[src/rtl/rv32i_mem_arbiter_pkg.sv]
// rv32i_arb_pkg: shared types and defaults for the IF/MEM memory arbiter
package rv32i_arb_pkg;
  typedef enum logic [1:0] {ARB_IDLE, ARB_BUSY, ARB_RESP} arb_state_t;
  typedef enum logic {OWN_IF, OWN_DM} arb_owner_t;
  localparam int MEM_LAT_DEF = 1;
  localparam int STARVE_MAX_DEF = 4;
endpackage

[src/rtl/rv32i_mem_arbiter_if.sv]
// rv32i_mem_arbiter_if: fetch, data and memory-macro signals around the arbiter
interface rv32i_mem_arbiter_if
  import rv32i_arb_pkg::*;
#(
  parameter int ADDR_W = 5,
  parameter int DATA_W = 32
);
  logic              if_req;
  logic [ADDR_W-1:0] if_addr;
  logic              if_gnt;
  logic              if_rvalid;
  logic [DATA_W-1:0] if_rdata;
  logic              fl;
  logic              dm_req;
  logic              dm_we;
  logic [ADDR_W-1:0] dm_addr;
  logic [DATA_W-1:0] dm_wdata;
  logic              dm_gnt;
  logic              dm_rvalid;
  logic [DATA_W-1:0] dm_rdata;
  logic              mem_en;
  logic              mem_we;
  logic [ADDR_W-1:0] mem_addr;
  logic [DATA_W-1:0] mem_wdata;
  logic [DATA_W-1:0] mem_rdata;
  modport slave (
    input  if_req, if_addr, fl, dm_req, dm_we, dm_addr, dm_wdata, mem_rdata,
    output if_gnt, if_rvalid, if_rdata, dm_gnt, dm_rvalid, dm_rdata,
           mem_en, mem_we, mem_addr, mem_wdata
  );
  modport master (
    output if_req, if_addr, fl, dm_req, dm_we, dm_addr, dm_wdata, mem_rdata,
    input  if_gnt, if_rvalid, if_rdata, dm_gnt, dm_rvalid, dm_rdata,
           mem_en, mem_we, mem_addr, mem_wdata
  );
endinterface

[src/rtl/rv32i_mem_arbiter.sv]
// rv32i_mem_arbiter: data-priority arbiter sharing one fixed-latency memory between fetch and MEM stage
module rv32i_mem_arbiter
  import rv32i_arb_pkg::*;
#(
  parameter int ADDR_W     = 5,
  parameter int DATA_W     = 32,
  parameter int MEM_LAT    = MEM_LAT_DEF,
  parameter int STARVE_MAX = STARVE_MAX_DEF
) (
  input logic clk,
  input logic RN,
  rv32i_mem_arbiter_if.slave bus
);
  localparam int SW = $clog2(STARVE_MAX + 1);
  arb_state_t        state;
  arb_owner_t        owner;
  logic [1:0]        cnt;
  logic [SW-1:0]     starve_cnt;
  logic              kill;
  logic              st_we;
  logic [DATA_W-1:0] if_rdata;
  logic [DATA_W-1:0] dm_rdata;
  logic              idle;
  logic              resp;
  logic              if_win;
  logic              dm_win;
  always_comb begin
    idle   = state == ARB_IDLE && !RN;
    resp   = state == ARB_RESP && !RN;
    if_win = idle && bus.if_req && (!bus.dm_req || starve_cnt == SW'(STARVE_MAX));
    dm_win = idle && bus.dm_req && !if_win;
  end
  assign bus.if_gnt    = if_win;
  assign bus.dm_gnt    = dm_win;
  assign bus.mem_en    = if_win | dm_win;
  assign bus.mem_we    = dm_win & bus.dm_we;
  assign bus.mem_addr  = dm_win ? bus.dm_addr : if_win ? bus.if_addr : '0;
  assign bus.mem_wdata = dm_win ? bus.dm_wdata : '0;
  // a flush landing in the response cycle itself must still suppress that pulse
  assign bus.if_rvalid = resp && owner == OWN_IF && !kill && !bus.fl;
  assign bus.dm_rvalid = resp && owner == OWN_DM;
  assign bus.if_rdata  = if_rdata;
  assign bus.dm_rdata  = dm_rdata;
  always_ff @(posedge clk) begin
    if (RN) begin
      state      <= ARB_IDLE;
      owner      <= OWN_IF;
      cnt        <= '0;
      starve_cnt <= '0;
      kill       <= 1'b0;
      st_we      <= 1'b0;
      if_rdata   <= '0;
      dm_rdata   <= '0;
    end else begin
      case (state)
        ARB_IDLE: if (if_win || dm_win) begin
          owner      <= if_win ? OWN_IF : OWN_DM;
          st_we      <= dm_win & bus.dm_we;
          cnt        <= 2'(MEM_LAT - 1);
          kill       <= if_win & bus.fl;
          starve_cnt <= if_win ? '0 :
                        (bus.if_req && starve_cnt != SW'(STARVE_MAX)) ? starve_cnt + 1'b1 : starve_cnt;
          state      <= ARB_BUSY;
        end
        ARB_BUSY: begin
          kill <= kill | (owner == OWN_IF && bus.fl);
          if (cnt == 2'd0) begin
            if (owner == OWN_IF) if_rdata <= bus.mem_rdata;
            else dm_rdata <= st_we ? '0 : bus.mem_rdata;
            state <= ARB_RESP;
          end else begin
            cnt <= cnt - 2'd1;
          end
        end
        ARB_RESP: begin
          kill  <= 1'b0;
          state <= ARB_IDLE;
        end
        default: state <= ARB_IDLE;
      endcase
    end
  end
endmodule

[src/flat_wrapper.sv]
// flat-port wrapper written by rule: the top's interface ports become plain ports
module rv32i_mem_arbiter_flat import rv32i_arb_pkg::*;
#(
  parameter int ADDR_W     = 5,
  parameter int DATA_W     = 32,
  parameter int MEM_LAT    = MEM_LAT_DEF,
  parameter int STARVE_MAX = STARVE_MAX_DEF
)
  (clk, RN, bus_if_req, bus_if_addr, bus_fl, bus_dm_req, bus_dm_we, bus_dm_addr, bus_dm_wdata, bus_mem_rdata, bus_if_gnt, bus_if_rvalid, bus_if_rdata, bus_dm_gnt, bus_dm_rvalid, bus_dm_rdata, bus_mem_en, bus_mem_we, bus_mem_addr, bus_mem_wdata);
  rv32i_mem_arbiter_if #(.ADDR_W(ADDR_W), .DATA_W(DATA_W)) bus_i ();
  input logic clk;
  input logic RN;
  input wire logic [$bits(bus_i.if_req)-1:0] bus_if_req;
  input wire logic [$bits(bus_i.if_addr)-1:0] bus_if_addr;
  input wire logic [$bits(bus_i.fl)-1:0] bus_fl;
  input wire logic [$bits(bus_i.dm_req)-1:0] bus_dm_req;
  input wire logic [$bits(bus_i.dm_we)-1:0] bus_dm_we;
  input wire logic [$bits(bus_i.dm_addr)-1:0] bus_dm_addr;
  input wire logic [$bits(bus_i.dm_wdata)-1:0] bus_dm_wdata;
  input wire logic [$bits(bus_i.mem_rdata)-1:0] bus_mem_rdata;
  output wire logic [$bits(bus_i.if_gnt)-1:0] bus_if_gnt;
  output wire logic [$bits(bus_i.if_rvalid)-1:0] bus_if_rvalid;
  output wire logic [$bits(bus_i.if_rdata)-1:0] bus_if_rdata;
  output wire logic [$bits(bus_i.dm_gnt)-1:0] bus_dm_gnt;
  output wire logic [$bits(bus_i.dm_rvalid)-1:0] bus_dm_rvalid;
  output wire logic [$bits(bus_i.dm_rdata)-1:0] bus_dm_rdata;
  output wire logic [$bits(bus_i.mem_en)-1:0] bus_mem_en;
  output wire logic [$bits(bus_i.mem_we)-1:0] bus_mem_we;
  output wire logic [$bits(bus_i.mem_addr)-1:0] bus_mem_addr;
  output wire logic [$bits(bus_i.mem_wdata)-1:0] bus_mem_wdata;
  assign bus_i.if_req = bus_if_req;
  assign bus_i.if_addr = bus_if_addr;
  assign bus_i.fl = bus_fl;
  assign bus_i.dm_req = bus_dm_req;
  assign bus_i.dm_we = bus_dm_we;
  assign bus_i.dm_addr = bus_dm_addr;
  assign bus_i.dm_wdata = bus_dm_wdata;
  assign bus_i.mem_rdata = bus_mem_rdata;
  assign bus_if_gnt = bus_i.if_gnt;
  assign bus_if_rvalid = bus_i.if_rvalid;
  assign bus_if_rdata = bus_i.if_rdata;
  assign bus_dm_gnt = bus_i.dm_gnt;
  assign bus_dm_rvalid = bus_i.dm_rvalid;
  assign bus_dm_rdata = bus_i.dm_rdata;
  assign bus_mem_en = bus_i.mem_en;
  assign bus_mem_we = bus_i.mem_we;
  assign bus_mem_addr = bus_i.mem_addr;
  assign bus_mem_wdata = bus_i.mem_wdata;
  rv32i_mem_arbiter #(.ADDR_W(ADDR_W), .DATA_W(DATA_W), .MEM_LAT(MEM_LAT), .STARVE_MAX(STARVE_MAX)) u_core (.clk(clk), .RN(RN), .bus(bus_i));
endmodule
[config.mk]
export PLATFORM = sky130hd
export DESIGN_NAME = rv32i_mem_arbiter_flat
export DESIGN_NICKNAME = d
export VERILOG_FILES = /design/src/rtl/rv32i_mem_arbiter_pkg.sv /design/src/rtl/rv32i_mem_arbiter_if.sv /design/src/rtl/rv32i_mem_arbiter.sv /design/src/flat_wrapper.sv
export SDC_FILE = /design/constraint.sdc
export NUM_CORES = 1
export LEC_CHECK = 0
export ABC_AREA = 1
export CAP_MARGIN = 20
export CORE_MARGIN = 10
export CORE_UTILIZATION = 38
export CTS_CLUSTER_DIAMETER = 50
export CTS_CLUSTER_SIZE = 25
export DETAILED_ROUTE_END_ITERATION = 10
export GPL_ROUTABILITY_DRIVEN = 0
export PLACE_DENSITY_LB_ADDON = 0.3
export SLEW_MARGIN = 20
export SYNTH_ARGS = -nofsm -noshare
export SYNTH_HDL_FRONTEND = slang
export SYNTH_SLANG_ARGS = --single-unit
[constraint.sdc]
create_clock -name clk -period 1.9 [get_ports clk]
set_input_delay 0.38 -clock clk [delete_from_list [all_inputs] [get_ports clk]]
set_output_delay 0.38 -clock clk [all_outputs]
set_load 0.03 [all_outputs]
==> run metrics, run 1 <==
Root Driver=clkbuf_8; Iter 0 DRT Violations=226; PnR Total Power=between 7 and 8 mW; Mapped Nets=about 550; Synth cell types=23; die area=12800 um2; die height=approximately 110 um; DRC=0; via/cell ratio=4.91; clock sink count=74; DRT Pass-1 Iters=4; RSZ-0062 raised after global routing=true; Mapped Area=3290 um2; critical path type=reg2out; power per cell area=~1200 nW/um2; Core ar.=around 8300 um2; buffer depth of the longest clock path=2; Setup WS post-layout=-0.267 ns; YS warnings=0; status=complete, but fails checks; CP Max Fanout=8; Max Cap Viol=0; hold-fix buffers at CTS=0; largest net degree at the start of global routing=38; Top Ports=187; post-synthesis sequential area ratio=between 40% and 50%; DR vias=approximately 3800; min Tclk post-route=around 2.2 ns; failing checks=setup timing; leakage power=around 2.5 nW; TritonCTS Buffers=9; Hold Slack=around 0.46 ns; slew margin rel.=72.3%; Mapped Cells=462; row count=33; Hold WC Path Type=reg2reg; WL/cell=roughly 17 um; Die Wd=approximately 110 um; synth-to-layout area growth=84.7%; syn avg cell area=7.13 um2; Worst Setup Start Kind=flop; top achievable clock speed=roughly 460 MHz; latest clock arrival within the worst-skew pair=between 0.3 and 0.4 ns; Crit path arrival time=roughly 1.8 ns; Worst Tran Pin Value=0.416 ns; flops & latches, synth=between 70 and 80; period utilisation layout=114%; # diodes=0; CTS H-Tree Depth=3; Fin. Hold Viols=0; global-route wire length before repair=about 20000 um; Setup Skew=0.0116 ns; Tot GR Track Use=19.3%; final net count=about 750; post-layout util=72.9%; TritonCTS clock tree=built; DPL Wire Length=9840 um; I/O Buffers=about 190; CP Data Required Time=between 1.5 and 2 ns; final WL=around 13000 um; GRT overflow=0; vias in the first global route=3706; Crit. End Element=output port; share of cells above drive strength 1=around 23%; fin. max-slew vios=0; Reg clk slew, reported paths=around 0.080 ns; initial core utilization=between 30% and 40%; Setup Viol. Count Final=40; antenna-violating nets left=0; worst vdd ir=667 uV; initial antenna violation count=0
-- cell type report --
class / instances / area (um2)
Timing Repair Buffer: 219 / 2290
Clock buffer: 11 / 151
Multi-Input combinational cell: 304 / 1750
Clock inverter: 5 / 61.3
Inverter: 54 / 214
Tap cell: 105 / 131
Sequential cell: 74 / 1490
Fill cell: 651 / 2260
-- per-layer routing --
| metal | global-route usage [%] | part of all wire [%] |
|---|---|---|
| met4 | 3.55 | 0.60 |
| met1 | 22.6 | 41 |
| met3 | 8.14 | 11 |
| met2 | 32.3 | 48 |
| met5 | 0 | 0 |
-- final timing paths --
kind | start | to | slack, ns | depth (start not counted)
min | u_core.bus.dm_rdata[4] | u_core.bus.dm_rdata[4] | 0.46 | 2
max reg2reg | u_core.state[1] | u_core.bus.dm_rdata[7] | 0.23 | 9
max | u_core.state[1] | bus_mem_wdata[16] | -0.27 | 10
min reg2reg | u_core.bus.dm_rdata[4] | u_core.bus.dm_rdata[4] | 0.46 | 2
-- kinds of logic (layout without fill, tap and decap cells) --
group,Yosys count,count (layout),synth area share [%]
xor+xnor,1,1,0.266
buf+inv,84,289,10.6
compound gates,78,78,12.0
fa+ha+maj,7,7,2.66
simple gates,218,218,29.6
flops,74,74,45.0
-- cell usage after synthesis --
library cell / instances / area share [%]
clkinv_1: 1 / 0.11
buf_6: 3 / 1.0
buf_2: 6 / 0.91
ha_1: 7 / 2.7
nand2_1: 68 / 7.8
nand4_1: 32 / 6.1
dfxtp_1: 74 / 45
nor2_4: 3 / 1.0
nand3_1: 7 / 1.1
nor2_2: 13 / 2.5
o21ai_0: 36 / 5.5
nor2_1: 92 / 10
nor4_1: 1 / 0.19
nand3_2: 1 / 0.30
inv_4: 1 / 0.19
buf_1: 4 / 0.46
o21ai_2: 1 / 0.27
a21oi_1: 41 / 6.2
clkbuf_1: 17 / 1.9
inv_2: 2 / 0.23
or2_2: 1 / 0.19
xor2_1: 1 / 0.27
inv_1: 50 / 5.7
-- state kept, by name, indices dropped and copies added, names as in the netlist --
name                 cells
u_core.bus.dm_rdata     32
u_core.bus.if_rdata     32
u_core.starve_cnt        3
u_core.cnt               2
u_core.state             2
u_core.kill              1
u_core.owner             1
u_core.st_we             1
-- cells in the final DEF, fill, tap and decap left out --
cell,n
clkdlybuf4s50_1,141
nor2_4,34
or2_2,1
dfxtp_1,70
ha_4,3
nand3_1,7
ha_1,4
a21oi_1,41
o21ai_4,1
o21ai_0,36
bufinv_16,1
buf_12,11
nor2_2,2
inv_1,44
nand2_1,65
xor2_1,1
buf_4,32
nand2_4,1
inv_4,1
nand3_4,1
nand4_1,32
inv_2,7
buf_2,1
nor2_1,72
clkinvlp_4,4
nand2_2,2
buf_6,31
clkbuf_8,11
buf_16,2
inv_6,2
nor4_4,1
dfxtp_2,4
dlygate4sd2_1,1
-- stage by stage --
step | cells | setup WS [ns] | setup TNS, ns | cell area (um2)
2_1_floorplan | 462 | -0.0678 | -1.43 | 3560
3_3_place_gp | 745 | -0.188 | -5.66 | 5580
3_5_place_dp | 745 | -0.225 | -6.80 | 5580
4_1_cts | 769 | -0.274 | -9.46 | 6010
5_1_grt | 772 | -0.375 | -12.66 | 6080
6_report | 772 | -0.267 | -8.87 | 6080
-- critical path: stages (launching register included) --
cell and delay (ns):
dfxtp_2 0.33, inv_2 0.07, ha_4 0.17, inv_4 0.04, nor2_4 0.09, o21ai_4 0.08, nor2_4 0.15, inv_6 0.09
buf_4 0.16, nor2_4 0.11, buf_6 0.13
-- power breakdown --
part / internal (mW) / total (mW) / switching, mW
clock: 0.683 / 1.29 / 0.606
sequential: 1.88 / 2.06 / 0.177
combinational: 1.54 / 3.70 / 2.16
total: 4.11 / 7.05 / 2.94
-- what timing repair did --
| action | in CTS | in global routing |
|---|---|---|
| resized for setup | 38 | 11 |
| gates cloned | 2 | 0 |
| buffers inserted | 7 | 4 |
| pin swaps | 2 | 3 |
| endpoints found under the setup margin | 40 | 51 |
Note: power is estimated with default switching activity, not from simulation.
==> inputs of run 2 (changes only) <==
--- a/config.mk
+++ b/config.mk
@@ -6,6 +6,7 @@
 export NUM_CORES = 1
 export LEC_CHECK = 0
 export ABC_AREA = 1
+export ABC_CLOCK_PERIOD_IN_PS = 1900
 export CAP_MARGIN = 20
 export CORE_MARGIN = 10
 export CORE_UTILIZATION = 38
@@ -18,3 +19,4 @@
 export SYNTH_ARGS = -nofsm -noshare
 export SYNTH_HDL_FRONTEND = slang
 export SYNTH_SLANG_ARGS = --single-unit
+export TNS_END_PERCENT = 20
==> run 2 against run 1 <==
Net effect:
- the run still ends with setup timing left
- via count grew 0.45%
- core utilization shrank 1.1 points
- first-iteration DRC count shrank 23%
- setup slack gained 0.019 ns
- wire length grew 0.65%
- critical endpoint is now bus_mem_wdata[27]
- largest cell class unchanged
==> run metrics, run 2 (synthesis gave the netlist of run 1 again) <==
Die Wd=113 um (unchanged); synth-to-layout area growth=81.9%; die height=113 um (unchanged); latest clock arrival within the worst-skew pair=0.35 ns (about the same); global-route wire length before repair=20200 um (+0.86%); final net count=749 (unchanged); Setup Viol. Count Final=40 (unchanged); initial core utilization=39.5% (unchanged); final WL=13200 um (+0.65%); die area=12800 um2 (unchanged); Core ar.=8340 um2 (unchanged); Tot GR Track Use=19.3% (about the same); DRC=0 (unchanged); vias in the first global route=3761 (+1.5%); Top Ports=187 (unchanged); placed cell count=747 (+0.27%); Hold WC Path Type=reg2reg; Reg clk slew, reported paths=0.08 ns (about the same); pre-CTS setup slack=-0.299 ns (-0.0737 ns); TritonCTS Buffers=9 (unchanged); crit-path max cell delay=0.33 ns (about the same); largest net degree at the start of global routing=38 (unchanged); r2r worst-path depth=11 (+2); DR vias=3805 (+0.45%); min Tclk post-route=2.15 ns (-0.0192 ns); failing checks=setup timing; Cell Area, Placed=5500 um2 (-1.4%); CP Data Required Time=1.52 ns (about the same); Worst path slowest cell=dfxtp_2; commonest non-fill, non-tap cell in the layout=clkdlybuf4s50_1; Crit path arrival time=1.77 ns (-0.02 ns); Max Cap Viol=0 (unchanged); Fin. Hold Viols=0 (unchanged); antenna-violating nets left=0 (unchanged); hold path depth=2 (unchanged); RSZ-0062 raised after global routing=true; Layout fillers=657 (+0.92%); power per cell area=1170 nW/um2 (+0.65%); I/O Buffers=186 (unchanged); CP Max Fanout=8 (unchanged); fin. max-slew vios=0 (unchanged); row count=33 (unchanged); ordered cell list for the critical path=inv_2, ha_4, inv_4, nor2_4, o21ai_4, nor2_4, inv_4, buf_16, nor2_4, buf_6; period utilisation layout=113% (-1.0 points); commonest non-fill, non-tap cells in the layout=clkdlybuf4s50_1, nor2_1, dfxtp_1, nand2_1; critical path type=reg2out; via/cell ratio=4.94 (+0.58%); worst vdd ir=877 uV (+31%); buffer depth of the longest clock path=2 (unchanged); Worst Setup Start Kind=flop; PnR Total Power=6.99 mW (-0.90%); DRT Pass-1 Iters=4 (unchanged); Iter 0 DRT Violations=174 (-23%); initial antenna violation count=0 (unchanged); share of cells above drive strength 1=22.4% (-0.57 points); Setup WS post-layout=-0.248 ns (+0.0192 ns); Worst Tran Pin Value=0.402 ns (-0.0138 ns); fin cells=771 (-0.13%); WL/cell=17.2 um (+0.78%); status=complete, but fails checks; hold-fix buffers at CTS=0 (unchanged); Crit. End Element=output port; top achievable clock speed=466 MHz (+0.90%); leakage power=2.50 nW (-0.57%); Most Frequent Cell on Critical Path=nor2_4; CTS H-Tree Depth=3 (unchanged); largest registers=u_core.bus.dm_rdata x32, u_core.bus.if_rdata x32, u_core.starve_cnt x3; Post-Route Setup TNS=-8.16 ns (+0.707 ns); Setup Skew=0.00825 ns (-0.00331 ns); design area=5990 um2 (-1.5%); # diodes=0 (unchanged); slew margin rel.=73.2% (+0.92 points); clock sink count=74 (unchanged); DPL Wire Length=9720 um (-1.2%); GRT overflow=0 (unchanged); TritonCTS clock tree=built; Root Driver=clkbuf_8
## run 2: changes by cell type in the layout (fill, tap and decap cells not counted), sizes merged
cell          change
clkbuf            -1
buf               -1
bufinv            +1
dlymetal6s2s      +1
clkinvlp          -2
inv               -1
clkinv            +2
## run 2: final timing paths
check                                            start                endpoint  slack [ns]
worst min-delay path            u_core.bus.dm_rdata[8]  u_core.bus.dm_rdata[8]        0.46
worst min register to register  u_core.bus.dm_rdata[8]  u_core.bus.dm_rdata[8]        0.46
worst max register to register         u_core.state[0]             u_core.kill        0.24
worst max-delay path                   u_core.state[0]       bus_mem_wdata[27]       -0.25
## run 2: final cells by class
type	count	area [um2]	share of cell area, %
sequential	74	1490	24.8
inverter	54	208	3.47
tap	105	131	2.19
clock inverter	5	80.1	1.34
clock buffer	10	128	2.13
multi-input combinational	304	1730	28.9
timing repair buffer	219	2230	37.2
## run 2: repair_timing
action,in CTS,in global routing
endpoints found under the setup margin,42,41
buffers inserted,4,4
pin swaps,5,4
resized for setup,35,23
gates cloned,1,0
## run 2: power by group
| part | leakage [nW] | switching (mW) | internal [mW] |
|---|---|---|---|
| sequential | 0.604 | 0.177 | 1.88 |
| clock | 0.0984 | 0.582 | 0.730 |
| combinational | 1.79 | 2.14 | 1.47 |
| total | 2.50 | 2.90 | 4.09 |
## run 2: through the flow
step / utilization [%] / hold slack [ns]
floorplan: - / 0.445
global placement: 65.9 / 0.450
detailed placement: 65.9 / 0.453
CTS: 70.5 / 0.465
global route: 71.8 / 0.486
finish: 71.8 / 0.465
## run 2: worst max-delay path, delay by kind of cell, from the launching register on
| kind | cells | cell delay [ns] |
|---|---|---|
| DFF | 1 | 0.33 |
| buffers and inverters | 5 | 0.52 |
| AOI/OAI and AO/OA | 1 | 0.07 |
| adders and majority gates | 1 | 0.18 |
| and+or+nand+nor | 3 | 0.32 |
## run 2: routing by layer
| metal | vias to the layer above | part of all wire, % | track usage (%) |
|---|---|---|---|
| li1 | 1878 | - | - |
| met5 | - | 0 | 0 |
| met1 | 1736 | 40 | 21.5 |
| met4 | 0 | 0.91 | 4.65 |
| met2 | 176 | 48 | 32.6 |
| met3 | 15 | 11 | 8.87 |
==> inputs of run 3 (changes only) <==
--- a/config.mk
+++ b/config.mk
@@ -15,6 +15,7 @@
 export DETAILED_ROUTE_END_ITERATION = 10
 export GPL_ROUTABILITY_DRIVEN = 0
 export PLACE_DENSITY_LB_ADDON = 0.3
+export SKIP_CTS_REPAIR_TIMING = 1
 export SLEW_MARGIN = 20
 export SYNTH_ARGS = -nofsm -noshare
 export SYNTH_HDL_FRONTEND = slang
==> run 3 against run 2 <==
Net effect:
- the flow still finishes with violations (setup timing)
- clock skew down 0.0023 ns
- global-route usage down 0.62 points
- clock power about the same
- count of clock-buffer cells in the layout unchanged
- setup slack gained 0.0056 ns
- sequential cell count stayed put
- hold slack about the same
- critical path type unchanged
==> run metrics, run 3 (synthesis gave the netlist of run 1 again) <==
Setup WS post-layout=-0.242 ns (+0.00563 ns); Worst path slowest cell=dfxtp_2; worst min-delay path startpoint=u_core.bus.dm_rdata[8]; Iter 0 DRT Violations=176 (+1.1%); CP Max Fanout=8 (unchanged); leakage power=2.45 nW (-2.0%); GR Layer Usage met1=20.9% (-0.62 points); Core ar.=8340 um2 (unchanged); Worst Tran Pin Value=0.393 ns (-0.00952 ns); Root Driver=clkbuf_8; Sw Ratio=41.6% (+0.092 points); I/O Buffers=186 (unchanged); power per cell area=1160 nW/um2 (-0.12%); Setup Skew=0.00595 ns (-0.00230 ns); TritonCTS Buffers=9 (unchanged); largest net degree at the start of global routing=38 (unchanged); status=complete, but fails checks; Crit. End Element=output port; GRT overflow=0 (unchanged); antenna-violating nets left=0 (unchanged); Fin. Hold Viols=0 (unchanged); row count=33 (unchanged); worst r2r src=u_core.state[1]; top achievable clock speed=467 MHz (+0.26%); final net count=743 (-0.80%); DRC=0 (unchanged); DRT Pass-1 Iters=4 (unchanged); initial antenna violation count=0 (unchanged); DPL Wire Length=9720 um (unchanged); RSZ-0062 raised after global routing=true; CTS H-Tree Depth=3 (unchanged); critical path type=reg2out; Most Frequent Cell on Critical Path=nor2_4; post-layout util=70.6% (-1.3 points); Cell Area, Placed=5500 um2 (unchanged); PnR Total Power=6.85 mW (-1.9%); failing checks=setup timing; area of the multi-input gates=1710 um2 (-1.3%); fin. max-slew vios=0 (unchanged); Layout fillers=661 (+0.61%); via/cell ratio=4.85 (-1.7%); Hold Slack=0.465 ns (+0.000212 ns); Reg clk slew, reported paths=0.08 ns (about the same); Sw Pwr=2.85 mW (-1.7%); die height=113 um (unchanged); initial core utilization=39.5% (unchanged); final WL=12900 um (-2.4%); Top Ports=187 (unchanged); Worst Setup Start Kind=flop; reg-to-reg setup timing slack=0.23 ns (about the same); share of cells above drive strength 1=20.9% (-1.5 points); design area=5880 um2 (-1.8%); Tot GR Track Use=18.6% (-0.62 points); Int Power=4.00 mW (-2.0%); commonest non-fill, non-tap cell in the layout=clkdlybuf4s50_1; crit-path max cell delay=0.34 ns (about the same); met3 usage=9.14% (+0.26 points); Crit path arrival time=1.76 ns (about the same); slew margin rel.=73.8% (+0.64 points); vias in the first global route=3658 (-2.7%); period utilisation layout=113% (-0.30 points); Die Wd=113 um (unchanged); latest clock arrival within the worst-skew pair=0.35 ns (about the same); commonest non-fill, non-tap cells in the layout=clkdlybuf4s50_1, nor2_1, dfxtp_1, nand2_1, inv_1; largest registers=u_core.bus.dm_rdata x32, u_core.bus.if_rdata x32, u_core.starve_cnt x3; Setup Viol. Count Final=39 (-2.5%); met2 Track Usage GR=31.1% (-1.5 points); buffer depth of the longest clock path=2 (unchanged); pre-CTS setup slack=-0.299 ns (unchanged); worst vdd ir=873 uV (-0.36%); GR peak layer=met2; synth-to-layout area growth=78.7%; origin of the worst setup path=u_core.state[0]; Hold WC Path Type=reg2reg; # diodes=0 (unchanged); Max Cap Viol=0 (unchanged); Combinational Power Share=50.7% (-1.0 points); FF/Latch Area=1490 um2 (unchanged); Flop pwr share=30.1% (+0.6 points); DR vias=3713 (-2.4%); ordered cell list for the critical path=inv_2, ha_4, inv_2, nor2_4, o21ai_2, nor2_4, inv_4, clkbuf_16, nor2_4, buf_6; min Tclk post-route=2.14 ns (-0.00563 ns); CP Data Required Time=1.52 ns (about the same); TritonCTS clock tree=built; clock share of power=19.2% (+0.4 points); global-route wire length before repair=19600 um (-3.2%); die area=12800 um2 (unchanged); clock sink count=74 (unchanged); WL/cell=16.9 um (-1.6%)
==> run 3: cell count changes in the layout (fill, tap and decap cells not counted), moves of 3 or more <==
cell     delta
buf_4       +3
buf_6       -9
nand2_1     +4
nand2_2     -3
==> run 3: layer usage <==
layer | part of all wire, % | routed length (um)
met5 | 0 | 0
met4 | 0.91 | 118
met3 | 11 | 1430
met2 | 47 | 6100
met1 | 41 | 5280
==> run 3: final timing paths <==
check | cells past startpoint | to
max | 10 | bus_mem_wdata[10]
min | 2 | u_core.bus.dm_rdata[8]
max reg2reg | 9 | u_core.bus.dm_rdata[25]
min reg2reg | 2 | u_core.bus.dm_rdata[8]
==> run 3: critical path: cells and delay by family (launching register included) <==
family	cells	cell delay [ns]
and+or+nand+nor	3	0.29
DFF	1	0.34
AOI/OAI and AO/OA	1	0.08
buffers and inverters	5	0.52
adders and majority gates	1	0.17
==> run 3: layout make-up <==
type	count	area share, %
Timing Repair Buffer	213	36.5
Clock buffer	10	2.17
Multi-Input combinational cell	304	29.0
Sequential cell	74	25.3
Inverter	54	3.49
Clock inverter	5	1.36
Tap cell	105	2.23
==> run 3: power groups by stage <==
stage	Combinational, mW	Sequential [mW]	Clock (mW)
floorplan	1.45	2.63	0
global placement	3.29	2.08	0
detailed placement	3.36	2.09	0
CTS	3.37	2.06	1.34
global route	3.73	2.11	1.41
finish	3.48	2.06	1.32
==> run 3: metrics by stage <==
| stage | TNS, ns | std cells |
|---|---|---|
| after global routing | -11.38 | 765 |
| final | -7.38 | 765 |
| after detailed placement | -10.14 | 747 |
| after global placement | -8.87 | 747 |
| after floorplan | -1.43 | 462 |
| after CTS | -10.45 | 762 |
